## config.mk

```make
export PLATFORM = sky130hd
export DESIGN_NAME = arb_mux
export DESIGN_NICKNAME = d
export VERILOG_FILES = /design/src/rtl/arb_mux.sv
export SDC_FILE = /design/constraint.sdc
export NUM_CORES = 1
export LEC_CHECK = 0
export ABC_AREA = 0
export BUFFER_PORTS_ARGS = -buffer_cell sky130_fd_sc_hd__buf_2
export CAP_MARGIN = 15
export CORE_UTILIZATION = 39
export CTS_CLUSTER_DIAMETER = 100
export DETAILED_ROUTE_END_ITERATION = 7
export HOLD_SLACK_MARGIN = 0.02
export PLACE_DENSITY = 0.79
export SLEW_MARGIN = 20
export SYNTH_ARGS = -nofsm -noshare
export SYNTH_HDL_FRONTEND = slang
export SYNTH_SLANG_ARGS = --single-unit
```

## constraint.sdc

```tcl
create_clock -name clk -period 2 [get_ports clk]
set_input_delay 0.4 -clock clk [delete_from_list [all_inputs] [get_ports clk]]
set_output_delay 0.4 -clock clk [all_outputs]
set_load 0.05 [all_outputs]
```

## src/rtl/arb_mux.sv

```systemverilog
// Round-robin N_IN-to-1 arbitrating mux with a registered output stage.
// Define ARB_MUX_SKID_EN for a 2-entry output buffer that removes the out_ready->in_ready path.
module arb_mux #(
  parameter int MUX_LEN = 32,
  parameter int N_IN    = 4,
  parameter int SEL_W   = $clog2(N_IN)
) (
  input  logic                    clk,
  input  logic                    rst_n,
  input  logic [N_IN*MUX_LEN-1:0] in_data,
  input  logic [N_IN-1:0]         in_valid,
  output logic [N_IN-1:0]         in_ready,
  output logic [MUX_LEN-1:0]      out_data,
  output logic [SEL_W-1:0]        out_sel,
  output logic                    out_valid,
  input  logic                    out_ready
);

  localparam logic [SEL_W-1:0] LAST_RST = SEL_W'(N_IN - 1);

  logic [SEL_W-1:0]   last_grant_q, last_grant_d;
  logic               found;
  logic [SEL_W-1:0]   winner;
  logic [MUX_LEN-1:0] win_data;
  int unsigned        cand;
  logic               space;
  logic               push;
  logic               pop;

  // Candidate index wraps at N_IN-1 so unused encodings are never searched.
  always_comb begin
    found  = 1'b0;
    winner = '0;
    cand   = 0;
    for (int unsigned k = 1; k <= N_IN; k++) begin
      cand = 32'(last_grant_q) + k;
      if (cand >= N_IN) cand = cand - N_IN;
      if (!found && in_valid[SEL_W'(cand)]) begin
        found  = 1'b1;
        winner = SEL_W'(cand);
      end
    end
  end

  always_comb begin
    win_data = '0;
    for (int unsigned i = 0; i < N_IN; i++) begin
      if (winner == SEL_W'(i)) win_data = in_data[i*MUX_LEN +: MUX_LEN];
    end
  end

  assign push = rst_n && found && space;
  assign pop  = out_valid && out_ready;

  always_comb begin
    in_ready = '0;
    for (int unsigned i = 0; i < N_IN; i++) begin
      if (push && (winner == SEL_W'(i))) in_ready[i] = 1'b1;
    end
  end

  assign last_grant_d = push ? winner : last_grant_q;

  always_ff @(posedge clk or negedge rst_n) begin
    if (!rst_n) last_grant_q <= LAST_RST;
    else        last_grant_q <= last_grant_d;
  end

`ifdef ARB_MUX_SKID_EN
  logic               v0_q, v0_d, v1_q, v1_d;
  logic [MUX_LEN-1:0] data0_q, data0_d, data1_q, data1_d;
  logic [SEL_W-1:0]   sel0_q, sel0_d, sel1_q, sel1_d;

  assign space = !v1_q;

  // Pop is applied first, then push lands in whichever slot is free afterwards.
  always_comb begin
    v0_d    = v0_q;
    v1_d    = v1_q;
    data0_d = data0_q;
    data1_d = data1_q;
    sel0_d  = sel0_q;
    sel1_d  = sel1_q;
    if (pop) begin
      if (v1_q) begin
        data0_d = data1_q;
        sel0_d  = sel1_q;
        v1_d    = 1'b0;
      end else begin
        v0_d = 1'b0;
      end
    end
    if (push) begin
      if (!v0_d) begin
        data0_d = win_data;
        sel0_d  = winner;
        v0_d    = 1'b1;
      end else begin
        data1_d = win_data;
        sel1_d  = winner;
        v1_d    = 1'b1;
      end
    end
  end

  always_ff @(posedge clk or negedge rst_n) begin
    if (!rst_n) begin
      v0_q    <= 1'b0;
      v1_q    <= 1'b0;
      data0_q <= '0;
      data1_q <= '0;
      sel0_q  <= '0;
      sel1_q  <= '0;
    end else begin
      v0_q    <= v0_d;
      v1_q    <= v1_d;
      data0_q <= data0_d;
      data1_q <= data1_d;
      sel0_q  <= sel0_d;
      sel1_q  <= sel1_d;
    end
  end

  assign out_valid = v0_q;
  assign out_data  = data0_q;
  assign out_sel   = sel0_q;
`else
  logic               valid_q, valid_d;
  logic [MUX_LEN-1:0] data_q, data_d;
  logic [SEL_W-1:0]   sel_q, sel_d;

  assign space = !valid_q || out_ready;

  always_comb begin
    valid_d = valid_q;
    data_d  = data_q;
    sel_d   = sel_q;
    if (pop) valid_d = 1'b0;
    if (push) begin
      valid_d = 1'b1;
      data_d  = win_data;
      sel_d   = winner;
    end
  end

  always_ff @(posedge clk or negedge rst_n) begin
    if (!rst_n) begin
      valid_q <= 1'b0;
      data_q  <= '0;
      sel_q   <= '0;
    end else begin
      valid_q <= valid_d;
      data_q  <= data_d;
      sel_q   <= sel_d;
    end
  end

  assign out_valid = valid_q;
  assign out_data  = data_q;
  assign out_sel   = sel_q;
`endif

endmodule

```

==> results.py <==
metrics = {
    "sta": {
        "timing.final.setup_violations": 4,
        "hold_violations": 0,
        "fin_skew_ns": 0.01493,
        "final_critical_path_setup_slack_ns": -0.2521,
        "worst_slew_margin_rel_pct": 67.31,
        "final.min_clock_period_ns": 2.252,
        "finalCritPeriodShare_pct": 112.6,
        "fin_hold_ws_ns": 0.2542,
        "worst-slew-pin-transition_ns": 0.4904,
        "finalMaxSlewViolations": 0,
        "unrepaired_setup_endpoints_after_global_routing": "true",
        "fmax_mhz": 444.0,
    },
    "synthesis": {
        "synth_top_flop_cell": "sky130_fd_sc_hd__dfrtp_1",
        "synth_most_common_cell": "sky130_fd_sc_hd__dfrtp_1",
        "yosysSeqAreaShare_pct": 34.56,
        "synth_area_leader_cell": "sky130_fd_sc_hd__dfrtp_1",
        "post_synth_net_total": 429,
        "yosys_register_bits": 37,
        "syn-cell-area_um2": 2686,
        "ys_top_cells_by_count": "sky130_fd_sc_hd__dfrtp_1 (35), sky130_fd_sc_hd__a21oi_1 (30), sky130_fd_sc_hd__o21ai_0 (25)",
        "yosysUniqueCellTypes": 49,
        "synth.yosys.warnings": 0,
        "synth_enable_flop_cells": 0,
        "synthArstFlopShare_pct": 100.0,
        "synth_top_cell_area_share_pct": 32.60,
        "syn_area_per_cell_um2": 9.137,
        "synthesis.instances": 294,
        "yosys-top-cells-area": "sky130_fd_sc_hd__dfrtp_1 (33%), sky130_fd_sc_hd__a21oi_1 (5.6%), sky130_fd_sc_hd__o21ai_0 (4.7%), sky130_fd_sc_hd__a221oi_1 (4.6%), sky130_fd_sc_hd__a21o_1 (4.2%)",
    },
    "power_and_ir_drop": {
        "p_total_w": 0.004490,
        "power_per_cell_area_nw_per_um2": 1092,
        "vdd_ir_drop_max_v": 0.0005708,
        "power.static_leakage_nw": 1.971,
    },
    "cells_and_area": {
        "final_core_utilization_pct": 63.30,
        "finish.instance_area_um2": 4111,
        "syn_to_final_growth_pct": 53.05,
        "layout.cells.non_filler": 568,
        "n_antenna_cell": 0,
        "share_of_layout_cells_above_drive_strength_1_pct": 57.03,
        "layout.nets": 625,
    },
    "setup_path": {
        "crit_path_end_kind": "primary output",
        "path_delay_family": "flip-flops",
        "nature_of_the_critical_path_startpoint": "register",
        "crit_fanout": 4,
        "crit_type": "register to primary output",
        "timing.critical_path.required_ns": 1.60,
        "critical_path.cell_chain": "mux2i_4 -> o2bb2ai_4 -> a211o_4 -> nor2_4 -> buf_6",
        "critical-path-slowest-cell": "sky130_fd_sc_hd__dfstp_2",
        "critical_path.n_buffers_inverters": 1,
        "arrival_time_at_the_worst_endpoint_ns": 1.85,
        "cpPeakStageDelay_ns": 0.60,
    },
    "status": {
        "status": "finished with violations",
        "violations": "DRC, setup timing",
    },
    "clock_tree": {
        "clk_pin_slew_ns": 0.08,
        "number_of_clock_sinks_seen_by_cts": 37,
        "clk-insertion-delay-late_ns": 0.29,
        "cts-buffers-inserted": 5,
        "max-clock-path-buffers": 2,
        "cts_root_buf": "sky130_fd_sc_hd__clkbuf_8",
        "cts.htree.levels": 2,
        "cts.hold.buffers_added": 0,
        "tritoncts": "built",
    },
    "floorplanning": {
        "floorplan_core_area_um2": 6495,
        "boundaryPins": 174,
        "fp-row-count": 29,
        "fp.dieH_um": 85.00,
        "dieWidth_um": 85.00,
        "die_area_um2": 7224,
        "initial_utilization_pct": 41.36,
    },
    "detailed_routing": {
        "vias": 3185,
        "wirelength_per_cell_um": 16.68,
        "routed_via_density": 5.607,
        "detailedRoute.firstPassIterationCount": 6,
        "totalWireLength_mm": 9.475,
        "drt_iter0_markers": 133,
        "postRouteAntennaNets": 0,
        "route.detailed.drc": 1,
    },
    "placement": {
        "detailed_place_hpwl_mm": 7.366,
        "placement.cell_area_um2": 3832,
        "numPortBuffers": 173,
        "final_weighted_congestion_in_routability_driven_placement": 0.8589,
        "place_inst": 554,
    },
    "global_route": {
        "grt_max_degree": 38,
        "vias_in_the_first_global_route": 3262,
        "antenna_found_initial": 0,
        "wire_length_of_the_first_global_routing_pass_mm": 15.16,
        "grt.overflow.total": 0,
        "grt_use_total_pct": 26.76,
    },
    "flow_run": {
        "maxCapViolCount": 0,
    },
    "min_path": {
        "timing.hold.worst.class": "primary input to asynchronous set/reset pin",
    },
}
-- cells by family (layout without fill, tap and decap cells) --
group,after synthesis,after routing,share of synthesized area (%)
muxes,1,1,0.8383
AOI/OAI and AO/OA,147,147,42.20
buffers and inverters,29,226,6.893
DFF,37,37,34.56
and+or+nand+nor,80,80,15.51
-- worst paths after layout --
kind                            slack (ns)                  endpoint                        start  depth (start not counted)
min in group clk                      0.34   out_data[0]$_DFFE_PN0P_                  in_data[96]                          3
worst min-delay path                  0.25   out_data[0]$_DFFE_PN0P_                        rst_n                          2
max in group asynchronous             1.39  out_data[26]$_DFFE_PN0P_                        rst_n                          2
worst max register to register        0.06  out_data[31]$_DFFE_PN0P_  last_grant_q[1]$_DFFE_PN1P_                          6
worst max-delay path                 -0.25               in_ready[0]  last_grant_q[1]$_DFFE_PN1P_                          5
worst min register to register        0.49   out_data[6]$_DFFE_PN0P_      out_data[6]$_DFFE_PN0P_                          2
-- layout make-up --
class / count / area [um^2]
Sequential cell: 37 / 928.4
Inverter: 2 / 7.507
Timing Repair Buffer: 216 / 1300
Tap cell: 77 / 96.34
Clock buffer: 7 / 86.33
Clock inverter: 1 / 30.03
Fill cell: 567 / 2384
Multi-Input combinational cell: 228 / 1663
-- report_power, final --
group	internal (W)	total, W	switching (W)
Combinational	0.000939	0.00269	0.00175
Clock	0.000407	0.000675	0.000269
Sequential	0.000986	0.00113	0.000141
-- worst reg2reg max path, delay by kind of cell, from the launching register on --
kind,cells,cell delay (ns)
mux,1,0.33
flops,1,0.60
compound gates,3,0.61
simple gates,1,0.17
buf+inv,1,0.14
-- layer usage --
metal | track usage [%] | wire, um | part of all wire [%] | vias to the layer above
li1 | - | - | - | 1498
met1 | 30.69 | 3639 | 38 | 1483
met2 | 49.56 | 4849 | 51 | 173
met3 | 4.864 | 730 | 7.7 | 31
met4 | 9.553 | 255 | 2.7 | 0
met5 | 0 | 0 | 0 | -
-- flip-flops by register name, indices dropped and copies added (netlist names) --
register / count
out_data: 32
last_grant_q: 2
out_sel: 2
out_valid: 1
-- layout by cell type, fill, tap and decap left out, types with 4 or more instances in the layout --
master,count
sky130_fd_sc_hd__o21ai_2,6
sky130_fd_sc_hd__dfrtp_1,35
sky130_fd_sc_hd__o31ai_2,9
sky130_fd_sc_hd__o21ai_1,7
sky130_fd_sc_hd__nand2b_1,6
sky130_fd_sc_hd__nor2b_1,4
sky130_fd_sc_hd__nand3_1,17
sky130_fd_sc_hd__nor2_1,21
sky130_fd_sc_hd__a22oi_1,15
sky130_fd_sc_hd__buf_12,6
sky130_fd_sc_hd__o21ai_0,25
sky130_fd_sc_hd__buf_4,34
sky130_fd_sc_hd__buf_2,169
sky130_fd_sc_hd__nor2_2,9
sky130_fd_sc_hd__a21oi_1,30
sky130_fd_sc_hd__nand2_1,7
sky130_fd_sc_hd__a21o_1,15
sky130_fd_sc_hd__a221oi_1,12
sky130_fd_sc_hd__buf_6,7
sky130_fd_sc_hd__clkbuf_8,6
-- repair_timing --
| action | CTS | global route |
|---|---|---|
| resized for setup | 18 | 9 |
| pin swaps | 7 | 2 |
| setup buffers | 2 | 4 |
| endpoints found under the setup margin | 5 | 12 |
-- metrics by stage --
| stage | setup slack [ns] | TNS (ns) |
|---|---|---|
| detailed placement | -0.07847 | -0.4123 |
| global route | -0.3062 | -1.049 |
| floorplan | -0.1412 | -0.2757 |
| CTS | -0.2594 | -0.8047 |
| global placement | -0.03015 | -0.03015 |
| finish | -0.2521 | -0.8184 |
No activity file was read; power rests on OpenSTA's default activity.
